`src/rtl/ofifo_drain_pkg.sv`:
```
// Shared types and defaults for the output-FIFO drain controller and the FIFO bank it serves.
package ofifo_drain_pkg;

   localparam int COL_DEF    = 8;
   localparam int BW_DEF     = 16;
   localparam int ADDR_W_DEF = 11;
   localparam int SH_W_DEF   = 3;

   typedef enum logic [1:0] {
      IDLE  = 2'd0,
      DRAIN = 2'd1,
      FLUSH = 2'd2,
      DONE  = 2'd3
   } state_t;

   // LSB position of lane i in a packed row of w-bit lanes
   function automatic int lane_lsb(input int i, input int w);
      return i * w;
   endfunction

endpackage

```
`src/rtl/ofifo_drain_leaky_lane.sv`:
```
// Single-lane leaky-ReLU: negative lanes are arithmetically shifted right when enabled.
module leaky_lane #(
   parameter int bw   = 16,
   parameter int sh_w = 3
) (
   input  logic [bw-1:0]   lane_in,
   input  logic            relu_en,
   input  logic [sh_w-1:0] shift,
   output logic [bw-1:0]   lane_out
);

   logic signed [bw-1:0] lane_s;
   logic [bw-1:0]        shifted;

   // kept as a separate assignment so the shift stays in a signed context
   assign lane_s   = $signed(lane_in);
   assign shifted  = lane_s >>> shift;
   assign lane_out = (relu_en && lane_in[bw-1]) ? shifted : lane_in;

endmodule

```
`src/rtl/ofifo_drain.sv`:
```
// Drains full rows from the per-column output FIFO bank into the psum SRAM,
// applying an optional per-lane leaky-ReLU; one batch per start, then done.
//
// state | meaning
// IDLE  | waiting for start; zero-length start pulses done next cycle
// DRAIN | popping rows, at most one every two cycles
// FLUSH | all pops issued; waiting for the last capture to reach the SRAM
// DONE  | one-cycle done pulse, then back to IDLE
module ofifo_drain
   import ofifo_drain_pkg::*;
#(
   parameter int col    = COL_DEF,
   parameter int bw     = BW_DEF,
   parameter int addr_w = ADDR_W_DEF,
   parameter int sh_w   = SH_W_DEF
) (
   input  logic                clk,
   input  logic                reset,
   input  logic                start,
   input  logic [addr_w-1:0]   base_addr,
   input  logic [addr_w-1:0]   num_rows,
   input  logic                relu_en,
   input  logic [sh_w-1:0]     leak_shift,
   input  logic                fifo_valid,
   output logic                fifo_rd,
   input  logic [col*bw-1:0]   fifo_out,
   output logic                mem_wr,
   output logic [addr_w-1:0]   mem_addr,
   output logic [col*bw-1:0]   mem_din,
   output logic                busy,
   output logic                done
);

   state_t              state, state_nx;
   logic [addr_w-1:0]   remaining;
   logic [addr_w-1:0]   wr_ptr;
   logic                relu_q;
   logic [sh_w-1:0]     shift_q;
   logic                rd_d1;
   logic                done_z;
   logic                accept;
   logic [col*bw-1:0]   act_row;

   assign accept = (state == IDLE) && start && (num_rows != '0);

   always_comb begin
      state_nx = state;
      fifo_rd  = 1'b0;
      case (state)
         IDLE:  if (accept) state_nx = DRAIN;
         DRAIN: begin
            // rd_d1 blocks back-to-back pops, covering the one-cycle-stale fifo_valid
            fifo_rd = fifo_valid && !rd_d1 && (remaining != '0);
            if (fifo_rd && remaining == addr_w'(1)) state_nx = FLUSH;
         end
         FLUSH: if (!rd_d1) state_nx = DONE;
         DONE:  state_nx = IDLE;
         default: state_nx = IDLE;
      endcase
   end

   always_ff @(posedge clk) begin
      if (reset) begin
         state     <= IDLE;
         remaining <= '0;
         wr_ptr    <= '0;
         relu_q    <= 1'b0;
         shift_q   <= '0;
         rd_d1     <= 1'b0;
         done_z    <= 1'b0;
         mem_wr    <= 1'b0;
         mem_addr  <= '0;
         mem_din   <= '0;
      end else begin
         state  <= state_nx;
         rd_d1  <= fifo_rd;
         mem_wr <= rd_d1;
         done_z <= (state == IDLE) && start && (num_rows == '0);

         if (accept) begin
            remaining <= num_rows;
            relu_q    <= relu_en;
            shift_q   <= leak_shift;
         end else if (fifo_rd) begin
            remaining <= remaining - addr_w'(1);
         end

         if (accept)     wr_ptr <= base_addr;
         else if (rd_d1) wr_ptr <= wr_ptr + addr_w'(1);

         // the popped row is on fifo_out the cycle after fifo_rd
         if (rd_d1) begin
            mem_din  <= act_row;
            mem_addr <= wr_ptr;
         end
      end
   end

   assign busy = (state != IDLE);
   assign done = (state == DONE) || done_z;

   for (genvar i = 0; i < col; i++) begin : g_lane
      localparam int LSB = lane_lsb(i, bw);
      leaky_lane #(
         .bw   (bw),
         .sh_w (sh_w)
      ) u_lane (
         .lane_in  (fifo_out[LSB +: bw]),
         .relu_en  (relu_q),
         .shift    (shift_q),
         .lane_out (act_row[LSB +: bw])
      );
   end

endmodule

```
`config.mk`:
```
export PLATFORM = sky130hd
export DESIGN_NAME = ofifo_drain
export DESIGN_NICKNAME = d
export VERILOG_FILES = /design/src/rtl/ofifo_drain_pkg.sv /design/src/rtl/ofifo_drain_leaky_lane.sv /design/src/rtl/ofifo_drain.sv
export SDC_FILE = /design/constraint.sdc
export NUM_CORES = 1
export LEC_CHECK = 0
export CAP_MARGIN = 25
export CORE_AREA = 2 2 124 216
export CTS_BUF_LIST = sky130_fd_sc_hd__clkbuf_8
export DETAILED_ROUTE_END_ITERATION = 6
export DIE_AREA = 0 0 126 218
export PLACE_DENSITY = 0.74
export SYNTH_ARGS = -nofsm -noshare
export SYNTH_HDL_FRONTEND = slang
export SYNTH_SLANG_ARGS = --single-unit
```
`constraint.sdc`:
```
create_clock -name clk -period 2.45 [get_ports clk]
set_input_delay 0.3675 -clock clk [delete_from_list [all_inputs] [get_ports clk]]
set_output_delay 0.3675 -clock clk [all_outputs]
set_load 0.03 [all_outputs]
```
## Word level (Yosys, flattened, before mapping)

Cells that the tools add are included.

| storage, ports and cells | value |
|---|---|
| register bits | 170 |
| latch bits | 0 |
| bits in writable memories | 0 |
| bits in read-only memories | 0 |
| input bits | 158 |
| output and inout bits | 143 |
| logic and storage cells | 68 |
| memories | 0 |

| operators by class | value |
|---|---|
| add/sub/neg operators | 2 |
| multiply operators | 0 |
| divide/modulo/power cells | 0 |
| magnitude comparators | 0 |
| equal/unequal tests | 7 |
| shifts and indexed selects | 8 |
| mux-type cells | 17 |
| bitwise operators | 0 |
| reduce and logical (&&, ||, !) cells | 24 |

Operators with widths:

| kind | number |
|---|---|
| $mux 16 | 8 |
| $sshr 16x3->16 | 8 |
| $mux 11 | 4 |
| $reduce_bool 11->1 | 2 |
| $logic_and 1x1->1 | 14 |
| $add 11x1->11 const B | 1 |
| $eq 11x1->1 const B | 1 |
| $logic_not 11->1 | 1 |
| $sub 11x1->11 const B | 1 |
| $pmux 2 s4 | 1 |
| $mux 2 | 3 |
| $ne 2x2->1 const B | 3 |
| $reduce_bool 2->1 | 3 |
| $eq 2x2->1 const B | 2 |
| $reduce_and 3->1 | 1 |
| $eq 2x1->1 const B | 1 |
| $logic_not 2->1 | 1 |
| $logic_not 1->1 | 1 |
| $logic_or 1x1->1 | 1 |
| $mux 1 | 1 |

## Depth between registers and ports, before layout

Gate-level depths: netlist of run 1.

| depth | value |
|---|---|
| depth in word-level cells | 6 |
| mapped depth | 9 |
| gate-level depth less buffers | 6 |

## Cells and area by module

A second synthesis of run 1 with hierarchy kept.

| unflattened totals | value |
|---|---|
| cell total of the unflattened synthesis | 1,386 |
| area total of the unflattened synthesis | 11,951.5 um^2 |

Modules (own cells, without submodules):

| module | instances | cells an instance | area an instance (um^2) | sequential area each (um^2) |
|---|---|---|---|---|
| ofifo_drain | 1 | 658 | 6,616.3 | 3,403.3 |
| leaky_lane | 8 | 91 | 666.9 | 0.0 |

## Worst setup path after synthesis of run 1

No wires, ideal clock.

| path | value |
|---|---|
| path type | reg-to-reg |
| from | register remaining[0] |
| to | register remaining[1] |
| arrival | 1.960 ns |
| required time | 2.333 ns |
| setup slack | 0.372 ns |
| stages on the path, launching flop included | 7 |
| period minus slack after synthesis | 2.078 ns |
| cells stage by stage | dfxtp_1 inv_1 ha_1 nor4b_4 a31oi_1 mux2i_1 a32o_1 |

| between the ends | value |
|---|---|
| word-level cells in the longest chain between the ends | 4 |
| elaborated cells between the ends (all ways) | 7 |

RTL lines:

| element | line | text |
|---|---|---|
| from (decl) | ofifo_drain.sv:35 | `logic [addr_w-1:0] remaining;` |
| from (signal assigned) | ofifo_drain.sv:81 | `remaining <= num_rows;` |
| from (signal assigned) | ofifo_drain.sv:85 | `remaining <= remaining - addr_w'(1);` |
| $reduce_bool 11->1 | ofifo_drain.sv:53 | `fifo_rd = fifo_valid && !rd_d1 && (remaining != '0);` |
| $logic_and 1x1->1 | ofifo_drain.sv:53 |  |
| $mux 1 | ofifo_drain.sv:49 | `case (state)` |
| named net fifo_rd | ofifo_drain.sv:25 | `output logic fifo_rd,` |
| $reduce_bool 2->1 (no line) | n/a |  |

The timed path passes the listed nets, and every way through them passes these cells. The select of a mux whose other input is x is not followed.
A chain may end at the register's enable or synchronous reset.

## Final worst setup path of run 1

| path | value |
|---|---|
| from | register remaining[0] |
| to | register remaining[4] |

| between the ends | value |
|---|---|
| word-level cells in the longest chain between the ends | 4 |
| elaborated cells between the ends (all ways) | 7 |

RTL lines:

| element |
|---|
| branches (longest 4 deep; another with $sub 11x1->11) |

Several ways; the timed one is not identified. The select of a mux whose other input is x is not followed.

==> results.ini, run 1 <==
[outcome]
status = completed

[synth]
synth-edff-count = 0
synth.most_common_cell = dfxtp_1
ys_types = 62
synth_top_area_frac = 0.299
avgSynthCellArea_um2 = 10.3
ys.flop_type = dfxtp_1
syn-num-nets = 1270
synth_common_cells = 170 x dfxtp_1, 104 x mux4_2, 102 x mux2i_1, 95 x o221ai_1, 77 x nand3_1
synth-async-reset-ratio = 0
ys_seq_area_frac = 0.299
synth_largest_area_cell = dfxtp_1
netlist_top_cells_area = dfxtp_1 30%, mux4_2 21%, mux2i_1 9.0%, o221ai_1 7.3%, nand3b_1 4.8%
netlist_instances = 1103
ys_ff_latch = 170
yosysWarnings = 0
netlist_area_um2 = 11400

[worst_hold_path]
hold_path.class = primary input to flip-flop

[job]
max_cap_violations = 0

[detailed_routing]
drc = 0
wire_per_inst_um = 22.3
ant_nets = 0
detail_route.vias_per_cell = 6.47
drtPass1Iterations = 5
detail_route.iter0.violations = 915
wl_um = 37600
routed-via-count = 10900

[setup_path]
critPathLaunchType = flip-flop
path_class = flip-flop to flip-flop
path_cells = inv_1 > ha_1 > nor4b_4 > buf_4 > a2111oi_1 > buf_4 > xnor2_1 > a211oi_1
cpMaxStageDelayCell = a2111oi_1
cp_top_family = compound AO/OA/AOI/OAI gates
end_kind = flip-flop
crit_path_max_incr_delay_ps = 620
critPathMaxFanout = 6
arrival_ps = 2720
worstPathRequired_ps = 2840
crit_top_cell = buf_4
path_buf_inv = 3

[sta]
fin_worst_skew_ps = 15.0
post-route-min-period_ps = 2330
setup_tns_ps = 0
maxClockFrequency_mhz = 429
tightest_slew_ps = 754
hold_viol = 0
drv_slew = 0
finalCritPeriodShare = 0.951
setup_viol = 0
rsz0062_at_grt = false
slew_headroom = 0.495

[clock_network]
root_buffer = clkbuf_8
numCtsBuffers = 17
clock_latency_ps = 480
clkTransAtPathRegs_ps = 90
clockBufferDepth = 2
cts.htree.levels = 4
cts_tree = yes
cts_sinks = 170

[final_layout]
finalInstanceArea_um2 = 15100
finish.net_count = 1516
stdcell_count = 1684
finish.utilization = 0.588
layout-drive-gt1-share = 0.162
area_delta_synth_final_pct = 32.9

[power]
power-per-cell-area_nw_per_um2 = 657
p_comb_frac = 0.452
switchingPower_mw = 3.82
power_leakage_nw = 4.70
power.internal_mw = 6.13
seqPwrFrac = 0.349
swShare = 0.384
ir_drop_mv = 0.443
p_clk_frac = 0.199

[grt]
grt_overflow = 0
grt_pass1_wl_um = 58100
grt_pass1_vias = 10800
grt_start_max_net_pins = 84
antenna_found_initial = 2
track_usage = 0.264

[floorplan]
die_y_um = 218
fp.dieArea_um2 = 27500
initial_core_util = 0.442
core_um2 = 25800
die_w_um = 126
rows = 78
ios = 301

[place]
dp_cells = 1648
place_congestion = 0.881
port_buffers = 300
placed_area_um2 = 14700
dpl.hpwl_um = 27400

-- layout by cell type (no fill, tap or decap), types with 12 or more instances in the layout --
cell type        count
nand3b_1            73
a211oi_1            22
buf_4               37
o21ai_0             16
mux2_2              16
o221ai_1            95
nand2_1             41
clkdlybuf4s50_1    297
clkbuf_8            17
nand2b_1            34
mux4_2             104
a21oi_1             41
nand3_1             77
mux2i_1            102
dfxtp_1            166
nor2_1              62
nor3_1              12
-- kinds of logic (layout without fill, tap and decap cells) --
group | after synthesis | in the layout | synth area share
AND/OR/NAND/NOR | 345 | 345 | 0.172
multiplexers | 222 | 222 | 0.311
AO/OA/AOI/OAI | 220 | 220 | 0.151
flip-flops | 170 | 170 | 0.299
buffers and inverters | 125 | 384 | 0.0474
XOR/XNOR | 12 | 12 | 0.00923
adder cells (fa/ha/maj) | 9 | 9 | 0.00989
other | 0 | 2 | 0
-- layer usage --
metal,vias to the layer above,global-route usage,part of all wire
li1,4885,-,-
met1,5333,0.289,0.36
met2,554,0.484,0.53
met3,118,0.0459,0.062
met4,0,0.136,0.050
met5,-,0,0
-- state kept, by name (all words and copies together), names as in the netlist --
| signal | cells |
|---|---|
| rd_d1 | 1 |
| mem_wr | 1 |
| relu_q | 1 |
| remaining | 11 |
| mem_din | 128 |
| shift_q | 3 |
| wr_ptr | 11 |
| mem_addr | 11 |
| done_z | 1 |
| state | 2 |
-- path summary, 6_finish.rpt --
| path | startpoint | to | slack (ps) | cells after the start |
|---|---|---|---|---|
| max | remaining[0] | remaining[4] | 120 | 8 |
| min | reset | remaining[8] | 240 | 2 |
| max reg2reg | remaining[0] | remaining[4] | 120 | 8 |
| min reg2reg | relu_q | relu_q | 460 | 2 |
-- power by group through the flow --
stage	sequential [mW]	clock (mW)	combinational, mW
after global routing	3.51	2.11	4.81
after global placement	3.52	0	4.38
after detailed placement	3.53	0	4.44
after floorplan	3.71	0	2.76
final	3.47	1.98	4.50
after CTS	3.46	2.02	4.48
-- final cells by class --
class | instances | area (µm²)
Fill cell | 2278 | 10600
Multi-Input combinational cell | 808 | 7460
Timing Repair Buffer | 345 | 3460
Sequential cell | 170 | 3420
Tap cell | 320 | 400
Clock buffer | 17 | 234
Clock inverter | 15 | 135
Inverter | 7 | 26.3
Antenna cell | 2 | 5.00
-- worst reg2reg max path: cells and delay by family (launching register included) --
| kind | cells | cell delay (ps) |
|---|---|---|
| flops | 1 | 460 |
| fa+ha+maj | 1 | 240 |
| xor+xnor | 1 | 60 |
| compound gates | 2 | 840 |
| buf+inv | 3 | 500 |
| simple gates | 1 | 150 |
-- stage by stage --
| stage | power, mW | hold slack, ps | setup WS [ps] |
|---|---|---|---|
| finish | 9.95 | 242 | 119 |
| global placement | 7.90 | 447 | 114 |
| detailed placement | 7.97 | 447 | 111 |
| global route | 10.4 | 227 | 45.9 |
| floorplan | 6.47 | 468 | 372 |
| CTS | 9.97 | 211 | 54.0 |
-- what timing repair did --
action	CTS	global route
buffers inserted	1	0
gates cloned	0	0
hold buffers	0	0
endpoints found under the setup margin	1	3
gates resized for setup	0	3
Note: power is estimated with default switching activity, not from simulation.
==> inputs of run 2 (changes only) <==
==> constraint.sdc (replaced) <==
create_clock -name clk -period 2.45 [get_ports clk]
set_input_delay 0.49 -clock clk [delete_from_list [all_inputs] [get_ports clk]]
set_output_delay 0.49 -clock clk [all_outputs]
set_load 0.03 [all_outputs]
==> run 2 against run 1 <==
Core utilization is 0.097 points higher. Sequential power hardly changed. Sequential cell count stayed put. Cell count is essentially flat. Register-to-register slack better by 300 ps. Final area is 0.17% higher. Highest routed layer unchanged. Critical path type is now flip-flop to output pin.
==> results.ini, run 2 (synthesized netlist as in run 1, its figures left out) <==
[setup_path]
arrival_ps = 1850  ; -870 ps
path_cells = inv_1 > ha_1 > nor4b_4 > a31oi_2 > buf_4
cpMaxStageDelayCell = dfxtp_2
path_class = flip-flop to output pin
critPathMaxFanout = 4  ; -2
critPathLaunchType = flip-flop
end_kind = output pin
worstPathRequired_ps = 1960  ; -880 ps
crit_path_max_incr_delay_ps = 350  ; -270 ps

[sta]
setup_viol = 0  ; unchanged
setup_ws_ps = 109  ; -10.0 ps
drv_slew = 0  ; unchanged
maxClockFrequency_mhz = 427  ; -0.43%
finalCritPeriodShare = 0.955  ; +0.00409
fin_worst_skew_ps = 13.7  ; -1.25 ps
whs_ps = 409  ; +167 ps
slew_headroom = 0.549  ; +0.0538
hold_viol = 0  ; unchanged
post-route-min-period_ps = 2340  ; +10.0 ps
tightest_slew_ps = 677  ; -77.2 ps
setup_tns_ps = 0  ; unchanged

[power]
power_mw = 9.90  ; -0.53%
swShare = 0.379  ; -0.00521
power-per-cell-area_nw_per_um2 = 653  ; -0.70%
power.internal_mw = 6.15  ; +0.31%
switchingPower_mw = 3.75  ; -1.9%
p_comb_frac = 0.453  ; about the same
ir_drop_mv = 0.560  ; +27%
seqPwrFrac = 0.351  ; +0.002
p_clk_frac = 0.197  ; -0.002
power_leakage_nw = 4.75  ; +0.89%

[grt]
grt_overflow = 0  ; unchanged
grt_pass1_vias = 10700  ; -0.38%
grt_pass1_wl_um = 57800  ; -0.46%
antenna_found_initial = 1  ; -1
track_usage = 0.261  ; -0.00274
grt_start_max_net_pins = 118  ; +40%

[final_layout]
largest_register = mem_din
area_delta_synth_final_pct = 33.1
fill_cells = 2234  ; -1.9%
layout-drive-gt1-share = 0.162  ; +0.000734
finalInstanceArea_um2 = 15200  ; +0.17%
final_common_cell = clkdlybuf4s50_1
most-common-layout-cells = 296 x clkdlybuf4s50_1, 164 x dfxtp_1, 104 x mux4_2
register_area_um2 = 3420  ; about the same
multi_input_area_um2 = 7450  ; about the same
finish.net_count = 1516  ; unchanged
largest_reg_flops = 128  ; unchanged

[floorplan]
rows = 78  ; unchanged
initial_core_util = 0.442  ; unchanged
die_w_um = 126  ; unchanged
fp.dieArea_um2 = 27500  ; unchanged
die_y_um = 218  ; unchanged
ios = 301  ; unchanged
core_um2 = 25800  ; unchanged

[job]
max_cap_violations = 0  ; unchanged

[clock_network]
numCtsBuffers = 17  ; unchanged
clkTransAtPathRegs_ps = 90  ; about the same
clockBufferDepth = 2  ; unchanged
cts_sinks = 170  ; unchanged
clock_latency_ps = 470  ; about the same
cts_tree = yes
root_buffer = clkbuf_8
cts.htree.levels = 4  ; unchanged

[detailed_routing]
ant_nets = 0  ; unchanged
routed-via-count = 10800  ; -0.45%
drtPass1Iterations = 6  ; +1
wl_um = 37300  ; -0.95%
wire_per_inst_um = 22.1  ; -0.89%
detail_route.vias_per_cell = 6.44  ; -0.39%
detail_route.iter0.violations = 1037  ; +13%
drc = 0  ; unchanged

[outcome]
status = completed

[place]
dpl.hpwl_um = 27000  ; -1.2%
place_congestion = 0.896  ; +1.7%
place_ws_ps = 16.7  ; -94.2 ps
placed_area_um2 = 14800  ; +0.25%
port_buffers = 300  ; unchanged

[worst_hold_path]
hold_path.class = primary input to flip-flop

-- run 2: final cells by class --
class                   count  share of cell area
clock inverters            14             0.00792
well taps                 320              0.0264
multi-input cells         808               0.492
flip-flops and latches    170               0.226
repair buffers            345               0.230
inverters                   7             0.00173
clock buffers              18              0.0163
diodes                      1            0.000165
-- run 2: worst paths after layout --
path | cells past startpoint | start | slack (ps) | end
setup / recovery | 5 | remaining[1] | 110 | fifo_rd
hold / removal | 2 | reset | 410 | mem_din[48]
setup reg to reg | 7 | remaining[0] | 420 | remaining[4]
hold reg to reg | 2 | mem_din[29] | 470 | mem_din[29]
-- run 2: power groups by stage --
stage | clock [mW] | sequential, mW | combinational, mW
2_1_floorplan | 0 | 3.71 | 2.76
3_5_place_dp | 0 | 3.52 | 4.45
4_1_cts | 2.01 | 3.46 | 4.47
3_3_place_gp | 0 | 3.52 | 4.37
6_report | 1.95 | 3.47 | 4.48
5_1_grt | 2.09 | 3.51 | 4.81
-- run 2: worst max-delay path, delay by kind of cell, from the launching register on --
kind / cells / cell delay, ps
fa+ha+maj: 1 / 250
compound gates: 1 / 150
flops: 1 / 350
simple gates: 1 / 290
buf+inv: 2 / 320
-- run 2: metal layers --
metal	up-vias	share of wire	track usage
met3	117	0.068	0.0459
met2	545	0.53	0.472
met1	5299	0.35	0.291
met4	0	0.048	0.136
li1	4880	-	-
met5	-	0	0
-- run 2: timing repair --
item	4_1_cts	5_1_grt
resized for setup	2	3
setup endpoints to repair	2	2
cloned	0	0
hold buffers	0	0
hold endpoints to repair	0	0
buffers inserted	1	0
-- run 2: metrics by stage --
step | instances | utilization
2_1_floorplan | 1103 | -
3_3_place_gp | 1648 | 0.573
3_5_place_dp | 1649 | 0.573
4_1_cts | 1682 | 0.588
5_1_grt | 1683 | 0.589
6_report | 1683 | 0.589
==> inputs of run 3 (changes only) <==
--- a/config.mk
+++ b/config.mk
@@ -8,9 +8,10 @@
 export CAP_MARGIN = 25
 export CORE_AREA = 2 2 124 216
 export CTS_BUF_LIST = sky130_fd_sc_hd__clkbuf_8
+export CTS_CLUSTER_SIZE = 8
 export DETAILED_ROUTE_END_ITERATION = 6
 export DIE_AREA = 0 0 126 218
-export PLACE_DENSITY = 0.74
+export PLACE_DENSITY_LB_ADDON = 0.1
 export SYNTH_ARGS = -nofsm -noshare
 export SYNTH_HDL_FRONTEND = slang
 export SYNTH_SLANG_ARGS = --single-unit
==> run 3 against run 2 <==
Sequential share of layout area about the same. Combinational power about the same. Final area down 0.15%. Maximum frequency up 3.9%. Clock power up 11%. Critical path depth unchanged. Critical endpoint unchanged. Sequential power about the same. Non-clock buffer count down 2.
==> results.ini, run 3 (synthesized netlist as in run 1, its figures left out) <==
[final_layout]
largest_register = mem_din
fill_cells = 2305  ; +3.2%
finish.net_count = 1514  ; -0.13%
area_delta_synth_final_pct = 32.9
register_area_um2 = 3420  ; about the same
finish.utilization = 0.588  ; -0.000875
final_common_cell = clkdlybuf4s50_1
most-common-layout-cells = 296 x clkdlybuf4s50_1, 166 x dfxtp_1, 104 x mux4_2
layout-drive-gt1-share = 0.165  ; +0.00318
multi_input_area_um2 = 7460  ; about the same
largest_reg_flops = 128  ; unchanged

[floorplan]
ios = 301  ; unchanged
rows = 78  ; unchanged
core_um2 = 25800  ; unchanged
die_w_um = 126  ; unchanged
die_y_um = 218  ; unchanged
initial_core_util = 0.442  ; unchanged
fp.dieArea_um2 = 27500  ; unchanged

[sta]
finalCritPeriodShare = 0.919  ; -0.0360
fin_worst_skew_ps = 8.78  ; -4.96 ps
setup_tns_ps = 0  ; unchanged
hold_viol = 0  ; unchanged
rsz0062_at_grt = false
drv_slew = 0  ; unchanged
slew_headroom = 0.471  ; -0.0779
post-route-min-period_ps = 2250  ; -88.2 ps
setup_viol = 0  ; unchanged
tightest_slew_ps = 793  ; +117 ps
maxClockFrequency_mhz = 444  ; +3.9%

[grt]
grt_pass1_wl_um = 58700  ; +1.6%
grt_pass1_vias = 10700  ; -0.26%
grt_start_max_net_pins = 88  ; -25%
grt_overflow = 0  ; unchanged
track_usage = 0.269  ; +0.00756
antenna_found_initial = 1  ; unchanged

[power]
p_clk_frac = 0.214  ; +0.017
power_leakage_nw = 4.72  ; -0.62%
swShare = 0.379  ; about the same
power_mw = 10.1  ; +2.3%
power.internal_mw = 6.29  ; +2.4%
switchingPower_mw = 3.84  ; +2.3%
power-per-cell-area_nw_per_um2 = 669  ; +2.5%
p_comb_frac = 0.442  ; -0.011
seqPwrFrac = 0.345  ; -0.006
ir_drop_mv = 0.532  ; -4.9%

[detailed_routing]
wire_per_inst_um = 22.4  ; +1.1%
wl_um = 37600  ; +0.97%
routed-via-count = 10700  ; -1.7%
detail_route.iter0.violations = 807  ; -22%
drc = 0  ; unchanged
ant_nets = 0  ; unchanged
drtPass1Iterations = 6  ; unchanged
detail_route.vias_per_cell = 6.34  ; -1.6%

[clock_network]
cts.htree.levels = 4  ; unchanged
numCtsBuffers = 17  ; unchanged
clockBufferDepth = 2  ; unchanged
cts_hold_buffers = 0  ; unchanged
clock_latency_ps = 490  ; +20 ps
cts_sinks = 170  ; unchanged
clkTransAtPathRegs_ps = 90  ; about the same
root_buffer = clkbuf_8
cts_tree = yes

[outcome]
status = completed

[place]
dpl.hpwl_um = 27000  ; about the same
port_buffers = 300  ; unchanged
place_congestion = 0.894  ; -0.15%

[setup_path]
cpMaxStageDelayCell = dfxtp_1
path_class = flip-flop to output pin
arrival_ps = 1760  ; -90 ps
critPathLaunchType = flip-flop
path_buf_inv = 2  ; unchanged
end_kind = output pin
critPathMaxFanout = 4  ; unchanged
crit_path_max_incr_delay_ps = 350  ; about the same
path_cells = inv_2 > ha_2 > nor4b_4 > a31oi_2 > buf_4
worstPathRequired_ps = 1960  ; about the same
cp_top_family = flip-flops

[worst_hold_path]
hold_path.class = primary input to flip-flop

[job]
max_cap_violations = 0  ; unchanged

run 3: timing repair:
action	4_1_cts	5_1_grt
endpoints found under the hold margin	0	0
pin swaps	1	2
setup endpoints to repair	3	1
gates resized for setup	2	3
setup buffers	1	2
run 3: worst register-to-register path: cells and delay by family, from the launching register on:
family          cells  cell delay, ps
compound gates      2             720
fa+ha+maj           1             200
buf+inv             2             270
xor+xnor            1             130
flops               1             400
simple gates        1             140
run 3: worst paths after layout:
path	from	depth (start not counted)	end	slack (ps)
worst max-delay path	remaining[1]	5	fifo_rd	200
worst min-delay path	reset	2	mem_din[47]	330
worst max register to register	remaining[1]	7	remaining[4]	510
worst min register to register	mem_din[93]	2	mem_din[93]	470
run 3: per-layer routing:
metal | track usage | share of wire
met5 | 0 | 0
met1 | 0.294 | 0.36
met4 | 0.143 | 0.045
met2 | 0.484 | 0.53
met3 | 0.0567 | 0.065
run 3: area by class of cell:
cell class | count | area share
clock buffers | 19 | 0.0173
diodes | 1 | 0.000165
clock inverters | 13 | 0.0101
multi-input cells | 808 | 0.493
inverters | 7 | 0.00174
well taps | 320 | 0.0264
flip-flops and latches | 170 | 0.226
repair buffers | 343 | 0.226
run 3: per-stage QoR:
stage / std cells / hold slack, ps / setup WS (ps) / cell area [µm²]
floorplan: 1103 / 468 / 372 / 11400
global placement: 1644 / 452 / 62.0 / 14700
finish: 1681 / 332 / 197 / 15100
global route: 1681 / 306 / 31.2 / 15100
detailed placement: 1644 / 458 / 28.0 / 14700
CTS: 1677 / 295 / 10.7 / 15100
run 3: power by group through the flow:
stage | registers (mW) | clock network, mW | logic (mW)
detailed placement | 3.55 | 0 | 4.41
global placement | 3.54 | 0 | 4.36
finish | 3.49 | 2.17 | 4.47
global route | 3.53 | 2.32 | 4.81
floorplan | 3.71 | 0 | 2.76
CTS | 3.49 | 2.22 | 4.44
